===== src/rtl/mode_counter_if.sv =====
// rtl/mode_counter_if.sv - control/status bundle for mode_counter
// Optional cnt_gray member exists only when GRAY_OUT_EN is defined.
interface mode_counter_if #(
  parameter int WIDTH = 8
);
  logic             en;
  logic             load;
  logic [WIDTH-1:0] load_val;
  logic             up_dn;
  logic [1:0]       mode;
  logic [WIDTH-1:0] cnt;
  logic             tc;
  logic             wrap;
  logic             done;
`ifdef GRAY_OUT_EN
  logic [WIDTH-1:0] cnt_gray;
`endif

`ifdef GRAY_OUT_EN
  modport master (
    output en, load, load_val, up_dn, mode,
    input  cnt, tc, wrap, done, cnt_gray
  );

  modport slave (
    input  en, load, load_val, up_dn, mode,
    output cnt, tc, wrap, done, cnt_gray
  );
`else
  modport master (
    output en, load, load_val, up_dn, mode,
    input  cnt, tc, wrap, done
  );

  modport slave (
    input  en, load, load_val, up_dn, mode,
    output cnt, tc, wrap, done
  );
`endif
endinterface


===== src/rtl/mode_counter.sv =====
// rtl/mode_counter.sv - synchronous up/down counter with free-run, one-shot and ping-pong modes
// Optional registered Gray-code output enabled by GRAY_OUT_EN.
module mode_counter #(
  parameter int WIDTH = 8,
  parameter int MOD   = 2**WIDTH
) (
  input  logic           clk,
  input  logic           rst,
  mode_counter_if.slave  bus
);

  typedef enum logic [1:0] {
    M_FREE    = 2'b00,
    M_ONESHOT = 2'b01,
    M_PING    = 2'b10,
    M_RSVD    = 2'b11
  } mode_t;

  localparam logic [WIDTH-1:0] MAXV = WIDTH'(MOD - 1);
  localparam logic [WIDTH:0]   MODV = (WIDTH+1)'(MOD);
  localparam logic [WIDTH-1:0] ZERO = '0;
  localparam logic [WIDTH-1:0] ONE  = WIDTH'(1);

  logic [WIDTH-1:0] cnt_q, cnt_d;
  logic             wrap_q, wrap_d;
  logic             done_q, done_d;
  logic             dir_up_q, dir_up_d;
  logic             eff_up;
  logic [WIDTH-1:0] term;
  logic [WIDTH-1:0] load_sat;
  mode_t            mode;

  assign mode     = mode_t'(bus.mode);
  assign eff_up   = (mode == M_PING) ? dir_up_q : bus.up_dn;
  assign term     = eff_up ? MAXV : ZERO;
  assign load_sat = ({1'b0, bus.load_val} < MODV) ? bus.load_val : MAXV;

  always_comb begin
    cnt_d    = cnt_q;
    wrap_d   = 1'b0;
    done_d   = done_q;
    dir_up_d = dir_up_q;

    if (bus.load) begin
      cnt_d  = load_sat;
      done_d = 1'b0;
    end else if (bus.en && !done_q) begin
      // done_q freezes every mode, so leaving one-shot after completion stays frozen
      case (mode)
        M_ONESHOT: begin
          if (cnt_q == term) begin
            done_d = 1'b1;
          end else begin
            cnt_d = eff_up ? cnt_q + ONE : cnt_q - ONE;
          end
        end
        M_PING: begin
          if (dir_up_q && cnt_q == MAXV) begin
            cnt_d    = MAXV - ONE;
            dir_up_d = 1'b0;
            wrap_d   = 1'b1;
          end else if (!dir_up_q && cnt_q == ZERO) begin
            cnt_d    = ONE;
            dir_up_d = 1'b1;
            wrap_d   = 1'b1;
          end else begin
            cnt_d = dir_up_q ? cnt_q + ONE : cnt_q - ONE;
          end
        end
        default: begin
          if (eff_up) begin
            if (cnt_q == MAXV) begin
              cnt_d  = ZERO;
              wrap_d = 1'b1;
            end else begin
              cnt_d = cnt_q + ONE;
            end
          end else begin
            if (cnt_q == ZERO) begin
              cnt_d  = MAXV;
              wrap_d = 1'b1;
            end else begin
              cnt_d = cnt_q - ONE;
            end
          end
        end
      endcase
    end
  end

  always_ff @(posedge clk) begin
    if (rst) begin
      cnt_q    <= '0;
      wrap_q   <= 1'b0;
      done_q   <= 1'b0;
      dir_up_q <= 1'b1;
    end else begin
      cnt_q    <= cnt_d;
      wrap_q   <= wrap_d;
      done_q   <= done_d;
      dir_up_q <= dir_up_d;
    end
  end

  assign bus.cnt  = cnt_q;
  assign bus.wrap = wrap_q;
  assign bus.done = done_q;
  assign bus.tc   = (cnt_q == term);

`ifdef GRAY_OUT_EN
  logic [WIDTH-1:0] gray_q;

  // Encoded from cnt_d so the Gray value lands in the same cycle as cnt
  always_ff @(posedge clk) begin
    if (rst) begin
      gray_q <= '0;
    end else begin
      gray_q <= cnt_d ^ (cnt_d >> 1);
    end
  end

  assign bus.cnt_gray = gray_q;
`endif

endmodule


===== src/flat_wrapper.sv =====
// flat-port wrapper written by rule: the top's interface ports become plain ports
module mode_counter_flat 
#(
  parameter int WIDTH = 8,
  parameter int MOD   = 2**WIDTH
)
  (clk, rst, bus_en, bus_load, bus_load_val, bus_up_dn, bus_mode, bus_cnt, bus_tc, bus_wrap, bus_done);
  mode_counter_if #(.WIDTH(WIDTH)) bus_i ();
  input  logic clk;
  input  logic rst;
  input wire logic [$bits(bus_i.en)-1:0] bus_en;
  input wire logic [$bits(bus_i.load)-1:0] bus_load;
  input wire logic [$bits(bus_i.load_val)-1:0] bus_load_val;
  input wire logic [$bits(bus_i.up_dn)-1:0] bus_up_dn;
  input wire logic [$bits(bus_i.mode)-1:0] bus_mode;
  output wire logic [$bits(bus_i.cnt)-1:0] bus_cnt;
  output wire logic [$bits(bus_i.tc)-1:0] bus_tc;
  output wire logic [$bits(bus_i.wrap)-1:0] bus_wrap;
  output wire logic [$bits(bus_i.done)-1:0] bus_done;
  assign bus_i.en = bus_en;
  assign bus_i.load = bus_load;
  assign bus_i.load_val = bus_load_val;
  assign bus_i.up_dn = bus_up_dn;
  assign bus_i.mode = bus_mode;
  assign bus_cnt = bus_i.cnt;
  assign bus_tc = bus_i.tc;
  assign bus_wrap = bus_i.wrap;
  assign bus_done = bus_i.done;
  mode_counter #(.WIDTH(WIDTH), .MOD(MOD)) u_core (.clk(clk), .rst(rst), .bus(bus_i));
endmodule

===== config.mk =====
export PLATFORM = sky130hd
export DESIGN_NAME = mode_counter_flat
export DESIGN_NICKNAME = d
export VERILOG_FILES = /design/src/rtl/mode_counter_if.sv /design/src/rtl/mode_counter.sv /design/src/flat_wrapper.sv
export SDC_FILE = /design/constraint.sdc
export NUM_CORES = 1
export LEC_CHECK = 0
export ABC_AREA = 1
export CORE_UTILIZATION = 30
export CTS_BUF_LIST = sky130_fd_sc_hd__clkbuf_4 sky130_fd_sc_hd__clkbuf_8
export DETAILED_ROUTE_END_ITERATION = 7
export DONT_BUFFER_PORTS = 1
export PLACE_DENSITY_LB_ADDON = 0.05
export SETUP_SLACK_MARGIN = 0.3
export SYNTH_ARGS = -nofsm -noshare
export SYNTH_HDL_FRONTEND = slang
export SYNTH_SLANG_ARGS = --single-unit

===== constraint.sdc =====
create_clock -name clk -period 2.45 [get_ports clk]
set_input_delay 0.49 -clock clk [delete_from_list [all_inputs] [get_ports clk]]
set_output_delay 0.49 -clock clk [all_outputs]
set_load 0.05 [all_outputs]

==> summary.md <==
| Metric | Value |
|---|---|
| Status | finished clean |
| DR WL/cell | 15.0 um |
| Sink Count | 11 |
| Port Buffers | 0 |
| Antenna violations before repair | 0 |
| Syn Area/Cell | 5.95 sq um |
| Mapped Cells | 254 |
| Largest net degree at the start of global routing | 17 |
| Fmax | 0.482 GHz |
| Worst-Margin Slew | 0.530 ns |
| Dpl hpwl | 4020 um |
| CP Class | in -> out |
| Clock buffer count from CTS | 3 |
| CP Launch Type | input port |
| Net count after synthesis | 276 |
| Mapped Area | 0.00151 sq mm |
| CTS tree | yes |
| Setup TNS | 0 ns |
| WHS Endpoint | u_core.bus.cnt[4] |
| Final period util | 84.8% |
| FF-to-FF setup slack | 0.50 ns |
| FF-to-FF End | u_core.bus.cnt[7] |
| WP data required | 1.96 ns |
| Max Cap Viol | 0 |
| Hold crit path type | in -> reg |
| Detailed-route DRC error count | 0 |
| Grt total ovfl | 0 |
| Routed Antenna Nets | 0 |
| Leak pwr | 0.841 nW |
| Yosys warning count | 0 |
| Routability-driven placement congestion ratio | 0.896 |
| Die area | 0.00532 sq mm |
| DIE WIDTH | 73.0 um |
| Synth Register Bits | 11 |
| Peak supply drop | 0.000219 V |
| GRT Max-Usage Layer | met2 |
| Vias/cell | 4.95 |
| Vias | 1653 |
| Met3 GRT Util | 3.73% |
| NumNets Final | 290 |
| Unrepaired setup endpoints after global routing | no |
| CP endpoint kind | primary output |
| Initial core utilization | 31.6% |
| Most common cell after layout, fill and taps aside | nand2_1 |
| Min Hold Slack | 0.296 ns |
| Top cell type's share of synthesized area | 21.4% |
| Power Dens Cells | 468 mW/mm^2 |
| Met1 Use GR | 27.2% |
| Most frequent cells in the layout | 86 x nand2_1, 28 x nand3_1, 22 x inv_1 |
| CTS H-tree lvls | 1 |
| Final Setup Violations | 0 |
| Area grow syn2layout | 17.2% |
| Antenna cells | 0 |
| # rows | 25 |
| GRT Util Overall | 20.2% |
| Register area | 228 sq um |
| DR pass1 iterations | 4 |
| Synth top area cells | nand2_1 21%, dfxtp_1 15%, nand3_1 9.3% |
| Clk Latency, worst-skew pair | 0.24 ns |
| Initial drt markers | 134 |
| Hold-critical path depth | 1 |
| Area of the multi-input gates | 0.00117 sq mm |
| CTS Buffer Depth | 2 |
| Routed Wire Length | 5010 um |
| CTS root buf | clkbuf_8 |
| Register area share after synthesis | 14.6% |
| # IOs | 26 |
| Slew Viols, Final | 0 |
| First-pass GRT wire length | 8020 um |
| Yosys cell types | 36 |
| Crit Path Max Fanout | 9 |
| Fin crit period | 2.08 ns |
| Hold Fails Final Rpt | 0 |
| Grt met2 use | 33.7% |
| Clock skew | 0.00117 ns |
| CORE AREA | 0.00479 sq mm |
| Post-synth top area cell | nand2_1 |
| R2R cell count | 9 |
| Chip Height | 73.0 um |
| Hold bufs inserted after CTS | 0 |
| CTS clk-pin slew, worst paths | 0.05 ns |
| Hold Startpoint | rst |
| Worst R2R Start | u_core.bus.cnt[0] |
| Arr. time, crit path | 1.59 ns |
| Fill count | 555 |
| Slew Limit Headroom | 64.6% |
| Vias in the first global route | 1565 |
| Layout cells sized above 1 | 21.0% |
==> worst max-delay path, cell delays in order <==
cell and delay, ns:
inv_1 0.07, ha_4 0.16, inv_2 0.03, nand2_1 0.08
nand2_4 0.10, inv_6 0.10, nand4_1 0.18, a21boi_4 0.21
buf_12 0.15
==> timing repair <==
action	4_1_cts	5_1_grt
pin swaps	3	2
buffers inserted	4	2
gates resized for setup	3	3
endpoints found under the setup margin	1	1
==> per-stage QoR <==
stage	instances	util (%)	setup slack, ns	power (mW)	area (sq um)
floorplan	254	-	0.300	0.529	1550
global placement	324	34.8	0.261	0.627	1670
detailed placement	324	34.8	0.229	0.620	1670
CTS	332	36.6	0.328	0.831	1750
global route	334	37.0	0.300	0.890	1770
finish	334	37.0	0.373	0.829	1770
==> per-layer routing <==
layer / part of all wire (%) / up-vias
li1: - / 846
met1: 45 / 759
met2: 49 / 44
met5: 0 / -
met4: 0.52 / 0
met3: 5.5 / 4
==> how the worst max path moves through the flow <==
stage | from | to | slack, ns | cells past startpoint
final | bus_mode[0] | bus_tc | 0.37 | 9
after global routing | bus_mode[0] | bus_tc | 0.30 | 9
after CTS | u_core.bus.cnt[2] | bus_tc | 0.33 | 5
after detailed placement | bus_mode[0] | bus_tc | 0.23 | 9
after global placement | bus_mode[0] | bus_tc | 0.26 | 9
after floorplan | bus_mode[0] | bus_tc | 0.30 | 8
==> power by group <==
| part | switching [mW] | leakage [nW] | internal [mW] |
|---|---|---|---|
| combinational | 0.267 | 0.723 | 0.137 |
| sequential | 0.0315 | 0.0922 | 0.194 |
| clock | 0.0735 | 0.0262 | 0.126 |
| total | 0.372 | 0.841 | 0.457 |
==> cell usage after synthesis, drive strengths merged <==
cell type and instances:
a2111oi 1, a21boi 1, a21oi 13, a31oi 1, buf 6, clkbuf 1
dfxtp 11, ha 7, inv 27, nand2 91, nand3 31, nand3b 1
nand4 6, nor2 29, nor3 1, o211ai 5, o21ai 11, or2 6
xnor2 1, xor2 4
==> registers in the layout (all words and copies together), names as in the netlist <==
name,count
u_core.bus.cnt,8
u_core.dir_up_q,1
u_core.bus.done,1
u_core.bus.wrap,1
==> area by class of cell <==
class,instances,share of cell area [%]
multi-input cells,209,66.1
repair buffers,16,7.49
flip-flops and latches,11,12.9
inverters,27,6.01
clock buffers,4,2.76
well taps,67,4.73
==> logic make-up after synthesis <==
group / after synthesis / synth area share (%)
AOI/OAI and AO/OA: 32 / 13.6
xor gates and xnor gates: 5 / 3.40
adders and majority gates: 7 / 5.80
buffers and inverters: 34 / 10.3
DFF: 11 / 14.6
and+or+nand+nor: 165 / 52.4
(Power assumes the default switching activity.)
